<file path="config.mk">
export PLATFORM = sky130hd
export DESIGN_NAME = fetch_seq_flat
export DESIGN_NICKNAME = d
export VERILOG_FILES = /design/src/rtl/fetch_pkg.sv /design/src/rtl/fetch_seq_if.sv /design/src/rtl/jump_lut.sv /design/src/rtl/fetch_seq.sv /design/src/flat_wrapper.sv
export SDC_FILE = /design/constraint.sdc
export NUM_CORES = 1
export LEC_CHECK = 0
export CAP_MARGIN = 30
export CORE_MARGIN = 1
export CORE_UTILIZATION = 45
export DETAILED_ROUTE_END_ITERATION = 8
export PLACE_DENSITY_LB_ADDON = 0.2
export SLEW_MARGIN = 20
export SYNTH_ARGS = -nofsm -noshare
export SYNTH_HDL_FRONTEND = slang
export SYNTH_SLANG_ARGS = --single-unit
</file>
<file path="constraint.sdc">
create_clock -name clk -period 2.65 [get_ports clk]
set_input_delay 0.265 -clock clk [delete_from_list [all_inputs] [get_ports clk]]
set_output_delay 0.265 -clock clk [all_outputs]
set_load 0.03 [all_outputs]
</file>
<file path="src/rtl/fetch_pkg.sv">
// Shared types and constant tables for the program-fetch sequencer:
// sequencer states, per-program start addresses and the jump/branch target table.
package fetch_pkg;

    localparam int D  = 10;
    localparam int L  = 5;
    localparam int CW = 16;

    typedef enum logic [1:0] {
        IDLE,
        RUN,
        DONE
    } state_e;

    typedef logic [D-1:0]  addr_t;
    typedef logic [CW-1:0] count_t;

    localparam addr_t START_ADDR [4] = '{10'd0, 10'd256, 10'd512, 10'd768};

    // Entries are absolute targets for jumps and D-bit two's-complement offsets for branches.
    function automatic addr_t jump_table_entry(input logic [L-1:0] idx);
        addr_t entry;
        case (idx)
            5'd0:    entry = 10'd20;
            5'd1:    entry = 10'h3FE;
            5'd2:    entry = 10'd5;
            5'd3:    entry = 10'h3FF;
            default: entry = '0;
        endcase
        return entry;
    endfunction

endpackage

</file>
<file path="src/rtl/fetch_seq_if.sv">
// Host handshake and decoder-facing signals of the fetch sequencer, bundled so the
// core top level and the host model connect through a single port.
interface fetch_seq_if import fetch_pkg::*; ();

    logic          req;
    logic [1:0]    prog_sel;
    logic          halt;
    logic          jump;
    logic          branch;
    logic          flag_taken;
    logic [L-1:0]  lut_idx;
    logic [D-1:0]  prog_ctr;
    logic          fetch_en;
    logic          done;
    logic [CW-1:0] cycle_cnt;

    modport master (
        output req, prog_sel, halt, jump, branch, flag_taken, lut_idx,
        input  prog_ctr, fetch_en, done, cycle_cnt
    );

    modport slave (
        input  req, prog_sel, halt, jump, branch, flag_taken, lut_idx,
        output prog_ctr, fetch_en, done, cycle_cnt
    );

endinterface

</file>
<file path="src/rtl/jump_lut.sv">
// Combinational jump/branch target lookup: maps the instruction's LUT index field
// to its D-bit table entry.
module jump_lut
    import fetch_pkg::*;
(
    input  logic [L-1:0] lut_idx,
    output addr_t        entry
);

    always_comb begin
        entry = jump_table_entry(lut_idx);
    end

endmodule

</file>
<file path="src/rtl/fetch_seq.sv">
// Program-fetch sequencer: owns the PC, the start/done handshake with the host and the
// executed-cycle counter. Every output comes straight from a flop.
module fetch_seq
    import fetch_pkg::*;
(
    input  logic       clk,
    input  logic       reset,
    fetch_seq_if.slave bus
);

    state_e state_q, state_d;
    addr_t  prog_ctr_q, prog_ctr_d;
    logic   fetch_en_q, fetch_en_d;
    logic   done_q, done_d;
    count_t cycle_cnt_q, cycle_cnt_d;
    addr_t  lut_entry;

    jump_lut u_jump_lut (
        .lut_idx (bus.lut_idx),
        .entry   (lut_entry)
    );

    always_comb begin
        state_d     = state_q;
        prog_ctr_d  = prog_ctr_q;
        fetch_en_d  = fetch_en_q;
        done_d      = done_q;
        cycle_cnt_d = cycle_cnt_q;

        case (state_q)
            IDLE: begin
                done_d     = 1'b0;
                fetch_en_d = 1'b0;
                prog_ctr_d = '0;
                if (bus.req) begin
                    state_d     = RUN;
                    prog_ctr_d  = START_ADDR[bus.prog_sel];
                    fetch_en_d  = 1'b1;
                    cycle_cnt_d = '0;
                end
            end

            RUN: begin
                // The halt cycle itself is counted; the counter sticks at all-ones.
                if (cycle_cnt_q != '1) begin
                    cycle_cnt_d = cycle_cnt_q + 1'b1;
                end
                if (bus.halt) begin
                    state_d    = DONE;
                    fetch_en_d = 1'b0;
                    done_d     = 1'b1;
                end else if (bus.jump) begin
                    prog_ctr_d = lut_entry;
                end else if (bus.branch && bus.flag_taken) begin
                    prog_ctr_d = prog_ctr_q + lut_entry;
                end else begin
                    prog_ctr_d = prog_ctr_q + 1'b1;
                end
            end

            DONE: begin
                // Host must drop req before another run can start.
                if (!bus.req) begin
                    state_d    = IDLE;
                    prog_ctr_d = '0;
                    done_d     = 1'b0;
                end
            end

            default: begin
                state_d    = IDLE;
                prog_ctr_d = '0;
                fetch_en_d = 1'b0;
                done_d     = 1'b0;
            end
        endcase
    end

    always_ff @(posedge clk) begin
        if (reset) begin
            state_q     <= IDLE;
            prog_ctr_q  <= '0;
            fetch_en_q  <= 1'b0;
            done_q      <= 1'b0;
            cycle_cnt_q <= '0;
        end else begin
            state_q     <= state_d;
            prog_ctr_q  <= prog_ctr_d;
            fetch_en_q  <= fetch_en_d;
            done_q      <= done_d;
            cycle_cnt_q <= cycle_cnt_d;
        end
    end

    assign bus.prog_ctr  = prog_ctr_q;
    assign bus.fetch_en  = fetch_en_q;
    assign bus.done      = done_q;
    assign bus.cycle_cnt = cycle_cnt_q;

endmodule
</file>
<file path="src/flat_wrapper.sv">
// flat-port wrapper written by rule: the top's interface ports become plain ports
module fetch_seq_flat import fetch_pkg::*;
  (clk, reset, bus_req, bus_prog_sel, bus_halt, bus_jump, bus_branch, bus_flag_taken, bus_lut_idx, bus_prog_ctr, bus_fetch_en, bus_done, bus_cycle_cnt);
  fetch_seq_if bus_i ();
  input  logic clk;
  input  logic reset;
  input wire logic [$bits(bus_i.req)-1:0] bus_req;
  input wire logic [$bits(bus_i.prog_sel)-1:0] bus_prog_sel;
  input wire logic [$bits(bus_i.halt)-1:0] bus_halt;
  input wire logic [$bits(bus_i.jump)-1:0] bus_jump;
  input wire logic [$bits(bus_i.branch)-1:0] bus_branch;
  input wire logic [$bits(bus_i.flag_taken)-1:0] bus_flag_taken;
  input wire logic [$bits(bus_i.lut_idx)-1:0] bus_lut_idx;
  output wire logic [$bits(bus_i.prog_ctr)-1:0] bus_prog_ctr;
  output wire logic [$bits(bus_i.fetch_en)-1:0] bus_fetch_en;
  output wire logic [$bits(bus_i.done)-1:0] bus_done;
  output wire logic [$bits(bus_i.cycle_cnt)-1:0] bus_cycle_cnt;
  assign bus_i.req = bus_req;
  assign bus_i.prog_sel = bus_prog_sel;
  assign bus_i.halt = bus_halt;
  assign bus_i.jump = bus_jump;
  assign bus_i.branch = bus_branch;
  assign bus_i.flag_taken = bus_flag_taken;
  assign bus_i.lut_idx = bus_lut_idx;
  assign bus_prog_ctr = bus_i.prog_ctr;
  assign bus_fetch_en = bus_i.fetch_en;
  assign bus_done = bus_i.done;
  assign bus_cycle_cnt = bus_i.cycle_cnt;
  fetch_seq u_core (.clk(clk), .reset(reset), .bus(bus_i));
endmodule
</file>
# Word level (Yosys, flattened, before mapping)
# Cells that the tools add are included.
# W data, S select, Z words.
[classes] addsub=3 n_lt_le_gt_ge=1 n_eq_ne=11 n_mux=23 bitwise_logic=2 reduce_logical=9
[ops] operator="$mux W10" count=7
[ops] operator="$pmux W10 S4" count=1
[ops] operator="$mux W16" count=2
[ops] operator="$pmux W16 S2" count=1
[ops] operator="$pmux W10 S3" count=1
[ops] operator="$bmux W10 S2" count=1
[ops] operator="$add A16 B1 Y16 const B" count=1
[ops] operator="$ne A16 B16 Y1 const B" count=1
[ops] operator="$add A10 B1 Y10 const B" count=1
[ops] operator="$add A10 B10 Y10" count=1
[ops] operator="$eq A5 B2 Y1 const B" count=2
[ops] operator="$ne A2 B2 Y1 const B" count=4
[ops] operator="$mux W2" count=3
[ops] operator="$pmux W2 S3" count=1
[ops] operator="$reduce_and A2 Y1" count=3
[ops] operator="$reduce_and A3 Y1" count=2
[ops] operator="$eq A5 B1 Y1 const B" count=1
[ops] operator="$logic_not A5 Y1" count=1
[ops] operator="$mux W1" count=4
[ops] operator="$ge A3 B3 Y1 const B" count=1
[ops] operator="$not A2 Y3" count=1
[ops] operator="$pmux W1 S3" count=1
[ops] operator="$eq A2 B1 Y1 const B" count=1
[ops] operator="$eq A2 B2 Y1 const B" count=1
[ops] operator="6 further kinds" count=6
[totals] reg_bits=30 output_inout_bits=28 word_cells=54

# Logic depth before layout (Yosys ltp)
[depth] depth_word=7 depth_mapped=12 ltp_nobuf=12

# Modules after synthesis
# A second synthesis with hierarchy kept.
[unflattened] cells_unflattened=238 hier_area_um2=1979.4
[by_module_without_submodules] module="fetch_seq" n_inst=1 cells_per_inst=227 area_per_inst_um2=1898.1
[by_module_without_submodules] module="jump_lut" n_inst=1 cells_per_inst=11 area_per_inst_um2=81.3

# Worst setup path before layout
# OpenSTA, ideal clock, no wires.
[synth_path] path_type="input-to-reg" from="input bus_lut_idx[3]" to="register u_core.prog_ctr_q[7] (netlist: u_core.bus.prog_ctr[7])" setup_time_ps=122 t_arrival_ps=2475 path_slack_ps=53 stages=10 n_path_buf=0 path_cell_list="nor3_1 nand4_1 inv_1 ha_1 a21oi_2 nor2b_1 a311o_1 a31oi_2 mux2i_1 a221o_1"
[synth_via] elab_chain_cells=7 word_cells_on_any_way=10 cone_classes="1 x add/sub; 3 x eq/ne; 5 x mux; 1 x reduce/logical"
[synth_lines] element="start: declaration" line="flat_wrapper.sv:13" source="input wire logic [$bits(bus_i.lut_idx)-1:0] bus_lut_idx;"
[synth_lines] element="$eq A5 B2 Y1, or another cell as far along" line="fetch_pkg.sv:23" source="case (idx)"
[synth_lines] element="$pmux W10 S4 *" line="fetch_pkg.sv:23"
[synth_lines] element="$add A10 B10 Y10" line="fetch_seq.sv:55" source="prog_ctr_d = prog_ctr_q + lut_entry;"
[synth_lines] element="$mux W10" line="fetch_seq.sv:54" source="end else if (bus.branch && bus.flag_taken) begin"
[synth_lines] element="$mux W10 *" line="fetch_seq.sv:52" source="end else if (bus.jump) begin"
[synth_lines] element="$mux W10 *" line="fetch_seq.sv:48" source="if (bus.halt) begin"
[synth_lines] element="$pmux W10 S3 *" line="fetch_seq.sv:30" source="case (state_q)"
[synth_lines] element="end signal: assignment" line="fetch_seq.sv:88" source="prog_ctr_q <= prog_ctr_d;"
[synth_lines] element="end: declaration" line="fetch_seq.sv:12" source="addr_t prog_ctr_q, prog_ctr_d;"
# Every way passes the cells marked *; elsewhere a longest branch is shown, timed or not. The select of a mux whose other input is x is not followed.
# A chain may end at the register's enable or synchronous reset.

# Final worst setup path
[layout_path] from="input bus_lut_idx[4]" to="register u_core.prog_ctr_q[6] (netlist: u_core.bus.prog_ctr[6])"
# The elaborated chain is that of the path after synthesis.

==> flow_summary.yaml <==
sta:
  holdWs_ns: 0.4570
  finalSetupViolCount: 0
  slew_violations: 0
  relSlewSlack_pct: 62.67
  fin_worst_skew_ns: 0.009289
  tns_ns: 0
  worstMarginPinSlew_ns: 0.5562
  min_period_ns: 2.535
  fmax_mhz: 394.5
  period_share_pct: 95.66
  hold_violations: 0
final_layout:
  seq_area_um2: 600.6
  syn_to_final_growth_pct: 39.93
  finalNetCount: 290
  multi_input_area_mm2: 0.001147
  fill_cells: 307
  drive_gt1_share_pct: 13.96
  n_antenna_cell: 0
hold_path:
  hold_start: "u_core.bus.done$_SDFFE_PP0P_"
  holdCritPathClass: "reg -> reg"
  hold_depth: 2
  whs_endpoint: "u_core.bus.done$_SDFFE_PP0P_"
place:
  post-dp-hpwl_mm: 3.119
  finalWeightedCongestion: 0.8539
  io_buffers: 41
setup_path:
  required_ns: 2.83
  slowest_stage: "clkdlybuf4s50_1"
  worstRegToRegCells: 8
  crit_type: "in -> reg"
  r2r-start: "u_core.bus.prog_ctr[0]$_SDFFE_PP0P_"
  max_stage_delay_ns: 0.44
  crit_chain: "clkdlybuf4s50_1, nor3_4, nand4_1, inv_2, ha_1, buf_4, o21ai_0, a21oi_2, o21a_1, nor4_1, a21oi_1, a32o_1"
  cp.arrival_ns: 2.71
  reg2reg_to: "u_core.bus.prog_ctr[9]$_SDFFE_PP0P_"
  regToRegSetupSlack_ns: 0.60
  path_max_fanout: 4
  startpoint_type: "input port"
  end_kind: "flip-flop"
route:
  wl_mm: 4.329
  wl_per_cell_um: 13.83
  drc: 0
  ant_nets: 0
  vias: 1673
  dr.pass1.iters: 4
  vias_per_cell: 5.345
  drt-initial-drc-count: 152
pwr:
  p_per_area_mw_per_mm2: 433.5
  power.total_uw: 1074
  clkPwrFrac_pct: 44.3
  net-switching-power_uw: 253.7
  swShare_pct: 23.62
  p_comb_share_pct: 11.8
  p_leak_uw: 0.001034
  peakVddDrop_v: 0.0003152
  intPower_uw: 820.2
  pwr-share-seq_pct: 43.9
grt:
  grt_util_all_layers_pct: 22.11
  grt_pass1_vias: 1536
  antenna_found_initial: 0
  grt_pass1_wl_mm: 7.148
  grt-ovfl-total: 0
  grt_max_degree: 15
clock_network:
  ctsHoldBuffers: 0
  insertion_delay_ns: 0.29
  cts_made_buffers: 5
  cts.clk_slew.worst_paths_ns: 0.07
  tritoncts: "done"
  clkSinkCount: 30
  cts_root_buf: "clkbuf_8"
  clock_path_buffers: 2
  h-tree-depth: 2
floorplan:
  core_area_mm2: 0.003716
  die_x_um: 64.73
  io_pins: 42
  start_util_pct: 47.64
  die_area_mm2: 0.004189
  die_y_um: 64.73
  placementRows: 22
synthesis:
  yosysSeqAreaShare_pct: 33.92
  async_flop_share_pct: 0
  synth_most_common_cell: "dfxtp_1"
  synth_top_area_share_pct: 33.92
  syn_nets: 231
  syn-cell-area_mm2: 0.001770
  yosys-top-cells-area: "dfxtp_1, xor2_1, ha_1"
  synthCells: 206
  synth_area_leader_cell: "dfxtp_1"
  yosys_warnings: 0
  synth.avg_cell_area_um2: 8.594
  ys_ff_latch: 30
  synth_cell_types: 46
  synth_commonest_cells: "dfxtp_1, nand2_1, nor2_1"
  synth_edf_count: 0
  synth_flop_cell: "dfxtp_1"
status:
  status: "finished clean"
flow_run:
  cap_violations: 0
==> power groups by stage <==
stage                     logic [µW]  registers [µW]  clock network [µW]
after global routing             137             473                 505
final                            127             471                 476
after CTS                        124             471                 481
after floorplan                 57.2             491                   0
after detailed placement         123             482                   0
after global placement           122             481                   0
==> logic make-up after synthesis <==
family,Yosys count,synth area share [%]
AOI/OAI and AO/OA,44,19.15
xor gates and xnor gates,18,8.905
adders and majority gates,11,8.198
buffers and inverters,11,2.545
DFF,30,33.92
muxes,3,1.767
and+or+nand+nor,89,25.51
==> registers in the layout (all words and copies together), names as in the netlist <==
signal	count
u_core.bus.cycle_cnt	16
u_core.bus.fetch_en	1
u_core.bus.done	1
u_core.bus.prog_ctr	10
u_core.state_q	2
==> critical path, delay by kind of cell <==
family,cells,cell delay [ns]
AOI/OAI and AO/OA,5,0.91
adders and majority gates,1,0.25
and+or+nand+nor,3,0.54
buffers and inverters,3,0.72
==> layout by cell type, fill, tap and decap left out, drive strengths merged, types with 5 or more instances in the layout <==
master | Yosys | layout
clkdlybuf4s50 | 0 | 41
dfxtp | 30 | 30
nand2 | 22 | 22
nor2 | 22 | 22
buf | 1 | 17
xor2 | 15 | 15
nand3 | 11 | 11
ha | 10 | 10
a21oi | 9 | 9
nand2b | 8 | 8
o21ai | 7 | 7
a211oi | 6 | 6
clkbuf | 5 | 6
inv | 5 | 5
==> layout make-up <==
type / count / area share [%]
Clock buffer: 6 / 3.333
Clock inverter: 1 / 1.212
Inverter: 5 / 0.7576
Multi-Input combinational cell: 165 / 46.31
Sequential cell: 30 / 24.24
Tap cell: 48 / 2.424
Timing Repair Buffer: 58 / 21.72
==> worst max-delay path by stage <==
stage	cells past startpoint	slack, ns	endpoint	from
after detailed placement	11	-0.27	u_core.bus.prog_ctr[7]$_SDFFE_PP0P_	bus_lut_idx[3]
after CTS	11	0.03	u_core.bus.prog_ctr[7]$_SDFFE_PP0P_	bus_lut_idx[3]
after global placement	11	-0.22	u_core.bus.prog_ctr[7]$_SDFFE_PP0P_	bus_lut_idx[3]
after global routing	12	-0.04	u_core.bus.prog_ctr[6]$_SDFFE_PP0P_	bus_lut_idx[4]
after floorplan	10	0.05	u_core.bus.prog_ctr[7]$_SDFFE_PP0P_	bus_lut_idx[3]
final	12	0.11	u_core.bus.prog_ctr[6]$_SDFFE_PP0P_	bus_lut_idx[4]
==> layer usage <==
metal  global-route usage [%]  vias to the layer above  wire [µm]
li1                         -                      853          -
met1                    31.65                      782       2250
met2                    32.55                       31       1902
met3                    4.401                        7        131
met4                    7.500                        0         44
met5                        0                        -          0
==> per-stage QoR <==
step | utilization [%] | cells | cell area [µm²] | worst slack [ns]
final | 66.67 | 313 | 2477 | 0.1149
after global routing | 66.67 | 313 | 2477 | -0.03803
after CTS | 65.86 | 312 | 2447 | 0.02977
after detailed placement | 62.83 | 305 | 2335 | -0.2660
after global placement | 62.83 | 305 | 2335 | -0.2217
after floorplan | - | 206 | 1770 | 0.05316
==> repair_timing <==
action	CTS	global route
endpoints found under the setup margin	0	6
gates resized for setup	0	5
buffers inserted	0	1
hold endpoints to repair	0	0
Note: power is estimated with default switching activity, not from simulation.
==> variant 1, RTL diff (same settings) <==
Change the package constant `CW` from 16 to 17.
--- a/src/rtl/fetch_pkg.sv
+++ b/src/rtl/fetch_pkg.sv
@@ -5,5 +5,5 @@
     localparam int D  = 10;
     localparam int L  = 5;
-    localparam int CW = 16;
+    localparam int CW = 17;
 
     typedef enum logic [1:0] {
Interface: changed (resized bus_cycle_cnt); port bits go from 42 to 43. The function was not compared with the original's and may differ.
==> variant 1 against the original RTL <==
- synthesized cell count up 8.3%
- clock skew down 3.6 ps
- worst hold slack better by 36 ps
- routed wire length up 8.9%
- count of clock-buffer cells in the layout up 1
- utilization down 2.0 points
- power down 1.2%
- setup slack better by 50 ps
- clock power down 9.0%
- sequential cell count up 1
- combinational power up 10%
- area after synthesis up 10%
- non-clock buffer count up 2
- final area up 6.7%
- critical endpoint unchanged
- highest routed layer unchanged
==> variant 1: results (changes against the original RTL) <==
{| class="wikitable"
! Metric !! Value
|-
| Global-route wire length before repair || 7.39 mm (+3.4%)
|-
| Worst slew margin relative to its limit || 0.583 (-0.0439)
|-
| Number of flip-flops in the largest register || 17 (+1)
|-
| Power Sequential || 488 uW (+4%)
|-
| Synthesized instance count || 223 (+8.3%)
|-
| Most common library cells after synthesis || sky130_fd_sc_hd__dfxtp_1, sky130_fd_sc_hd__nor2_1, sky130_fd_sc_hd__a21oi_1, sky130_fd_sc_hd__nand2_1
|-
| Number of cells on the worst reg-to-reg path || 10 (+2)
|-
| DR WL/cell || 14.2 um (+2.3%)
|-
| Count of placed standard cells including taps || 325 (+6.6%)
|-
| Avg Vias per Cell || 5.50 (+2.9%)
|-
| Total length of routed met3 wires || 223 um (+70%)
|-
| Total Routing Usage GR || 0.220 (-0.000802)
|-
| Final clock period utilization by the worst path || 0.938 (-0.0189)
|-
| Via count of the first global-routing pass || 1617 (+5.3%)
|-
| Result of the run || finished clean
|-
| Portion of total power attributed to combinational logic || 0.132 (+0.014)
|-
| Fraction of the yosys area taken by sequential cells || 0.319 (-0.0205)
|-
| Reg-to-reg critical path startpoint || u_core.bus.cycle_cnt[0]
|-
| Wire length on met1 || 2.26 mm (+0.27%)
|-
| Met2 Track Usage GR || 0.368 (+0.0421)
|-
| Sink of the worst hold path || u_core.bus.cycle_cnt[16]
|-
| Endpoint of the worst-slack reg-to-reg timing path || u_core.bus.cycle_cnt[14]
|-
| Min-Delay Startpoint || u_core.bus.cycle_cnt[16]
|-
| Met3 usage || 0.0473 (+0.00328)
|-
| Peak VDD IR || 0.287 mV (-9.0%)
|-
| Vias after detailed routing || 1832 (+9.5%)
|-
| Top area cells in the synthesized netlist || sky130_fd_sc_hd__dfxtp_1, sky130_fd_sc_hd__ha_1, sky130_fd_sc_hd__nor2_1
|-
| Area occupied by registers || 621 sq um (+3.3%)
|-
| Maximum fanout encountered on the critical timing path || 6 (+2)
|-
| Fraction of final layout cells sized beyond drive strength 1 || 0.159 (+0.0194)
|-
| Nets in the synthesized netlist || 249 (+7.8%)
|-
| Starting DRT DRC Count || 72 (-53%)
|-
| Routability congestion estimate || 0.889 (+4.1%)
|-
| Clock power share || 0.408 (-0.035)
|-
| Post-Place Worst Slack || -327 ps (-61.1 ps)
|-
| HPWL after detailed placement || 3.47 mm (+11%)
|-
| Leakage dissipation || 0.00104 uW (+0.27%)
|-
| Fin Clk Skew || 5.70 ps (-3.58 ps)
|-
| Kind of cell adding the most delay to the critical path || simple AND/OR/NAND/NOR gates
|-
| Port Buffer Count || 42 (+2.4%)
|-
| Area share of the leading cell type in the synthesized netlist || 0.319 (-0.0205)
|}
## variant 1: logic make-up (layout without fill, tap and decap cells)
family,count (synthesis),in the layout,synth area share
simple gates,90,90,0.247
compound gates,57,57,0.227
flops,31,31,0.319
xor+xnor,17,17,0.0765
buf+inv,14,74,0.0392
fa+ha+maj,12,12,0.0810
mux,2,2,0.0103
## variant 1: metrics by stage
step	hold slack (ps)	util	area (sq um)
2_1_floorplan	381	-	1950
3_3_place_gp	482	0.615	2510
3_5_place_dp	489	0.615	2510
4_1_cts	498	0.641	2620
5_1_grt	517	0.647	2640
6_report	493	0.647	2640
## variant 1: layout make-up
type / instances / area share
clock buffer: 7 / 0.0364
clock inverter: 1 / 0.00284
inverter: 6 / 0.00852
multi-input combinational: 178 / 0.484
sequential: 31 / 0.235
tap: 50 / 0.0237
timing repair buffer: 60 / 0.210
## variant 1: what timing repair did
action	CTS	global route
gates resized for setup	1	4
hold endpoints to repair	0	0
setup endpoints to repair	2	5
pin swaps	0	2
==> variant 2, RTL diff (same flow settings) <==
Made on the original files. Re-encode `state_e` (3 states) as one-hot, 3 bits wide.
--- a/src/rtl/fetch_pkg.sv
+++ b/src/rtl/fetch_pkg.sv
@@ -7,8 +7,8 @@
     localparam int CW = 16;
 
-    typedef enum logic [1:0] {
-        IDLE,
-        RUN,
-        DONE
+    typedef enum logic [2:0] {
+        IDLE = 3'b001,
+        RUN  = 3'b010,
+        DONE = 3'b100
     } state_e;
 
Behaviour: no difference found for any inputs over 10 cycles, from zero or initial values and one cycle with reset high; not proved beyond that.
==> variant 2 against the original RTL <==
- utilization shrank 1.1 points
- sequential cell count increased by 1
- via count rose by 14%
- clock skew down 1.5 ps
- register-to-register slack got worse by 110 ps
- setup slack improved by 31 ps
- area after synthesis is 5.7% higher
- critical path depth is 2 higher
- count of clock-buffer cells in the layout rose by 1
- power down 14%
- final area up 5.9%
- routed wire length up 5.7%
- largest cell class unchanged
- highest routed layer unchanged
==> variant 2: results (changes against the original RTL) <==
{| class="wikitable"
! Metric !! Value
|-
| Worst Path Arrival || 2650 ps (-60 ps)
|-
| Total wirelength of the detailed-routed design || 4.57 mm (+5.7%)
|-
| DR WL/cell || 13.0 um (-6.3%)
|-
| Met2 Track Usage GR || 0.409 (+0.0839)
|-
| Number of cells on the worst reg-to-reg path || 6 (-2)
|-
| Worst slew margin relative to its limit || 0.514 (-0.112)
|-
| Post-Place Worst Slack || -319 ps (-52.7 ps)
|-
| Final Power || 926 uW (-14%)
|-
| Reg-to-reg critical path startpoint || u_core.bus.cycle_cnt[7]
|-
| Synth Area in XOR/XNOR || 0.0796 (-0.00945)
|-
| Share of the final layout cell area in multi-input gates || 0.471 (+0.00824)
|-
| Global-route track usage on met1 || 0.265 (-0.0517)
|-
| DR WL met2 || 2.32 mm (+22%)
|-
| Most common library cells after synthesis || sky130_fd_sc_hd__nor2_1, sky130_fd_sc_hd__dfxtp_1, sky130_fd_sc_hd__a21oi_1
|-
| Total length of routed met3 wires || 217 um (+66%)
|-
| Clock network area share || 0.0310 (-0.0144)
|-
| Fraction of area in non-clock buffers || 0.221 (+0.00420)
|-
| Switching power share of the total || 0.243 (+0.00631)
|-
| Met3 usage || 0.0462 (+0.00222)
|-
| Global-route wire length before repair || 7.65 mm (+7.1%)
|-
| Sequential cell count || 31 (+3.3%)
|-
| Maximum number of pins on one net before global-route repair || 17 (+2)
|-
| Crit. Startpoint || bus_lut_idx[3]
|-
| Endpoint of the worst-slack reg-to-reg timing path || u_core.bus.cycle_cnt[3]
|-
| Post-Place Cell Area || 2460 sq um (+5.2%)
|-
| Routability congestion estimate || 0.870 (+1.9%)
|-
| Share of the synthesized area in compound gates (AO/OA/AOI/OAI) || 0.175 (-0.0163)
|-
| Reg2Reg Setup Slack || 490 ps (-110 ps)
|-
| Multi-input gates || 190 (+15%)
|-
| Fraction of the yosys area taken by sequential cells || 0.332 (-0.00745)
|-
| Number of nets in the final layout || 327 (+13%)
|-
| Starting DRT DRC Count || 63 (-59%)
|-
| Via count of the first global-routing pass || 1786 (+16%)
|-
| Maximum fanout encountered on the critical timing path || 6 (+2)
|-
| Peak VDD IR || 0.202 mV (-36%)
|-
| Wire length on met1 || 1.95 mm (-13%)
|-
| Fin Clk Skew || 7.84 ps (-1.45 ps)
|-
| Synthesized instance count || 239 (+16%)
|-
| Fin crit period || 2500 ps (-30.5 ps)
|-
| Top area cells in the synthesized netlist || sky130_fd_sc_hd__dfxtp_1, sky130_fd_sc_hd__ha_1, sky130_fd_sc_hd__nor2_1
|-
| Share of the final layout cell area in sequential cells || 0.237 (-0.00578)
|-
| Vias after detailed routing || 1911 (+14%)
|-
| Post-route cell area || 2620 sq um (+5.9%)
|-
| Adder and majority gate portion of the synthesized area || 0.0776 (-0.00439)
|-
| Fill count || 354 (+15%)
|-
| Overall die area || 4420 sq um (+5.5%)
|-
| Hold slack final || 470 ps (+12.8 ps)
|-
| Total combinational power || 96.8 uW (-24%)
|-
| Result of the run || finished clean
|-
| Crit path to || u_core.bus.prog_ctr[8]
|}
## variant 2: cell types whose count changed after synthesis, moves of 4 or more
cell,unedited run,this run
sky130_fd_sc_hd__inv_1,5,11
sky130_fd_sc_hd__a22o_1,4,0
sky130_fd_sc_hd__xnor2_1,3,12
sky130_fd_sc_hd__nand2b_1,8,4
sky130_fd_sc_hd__nor2_1,22,33
sky130_fd_sc_hd__a21oi_1,7,22
sky130_fd_sc_hd__o21ai_0,7,14
sky130_fd_sc_hd__xor2_1,15,5
sky130_fd_sc_hd__nor3_1,3,10
sky130_fd_sc_hd__nand3_1,11,7
## variant 2: what timing repair did
| item | CTS | global route |
|---|---|---|
| gates resized for setup | 1 | 17 |
| buffers inserted | 0 | 3 |
| pin swaps | 0 | 7 |
| endpoints found under the setup margin | 2 | 4 |
## variant 2: worst reg2reg max path, delay by kind of cell, from the launching register on
kind	cells	cell delay [ps]
AND/OR/NAND/NOR	4	1210
flip-flops	1	410
AO/OA/AOI/OAI	1	280
XOR/XNOR	1	130
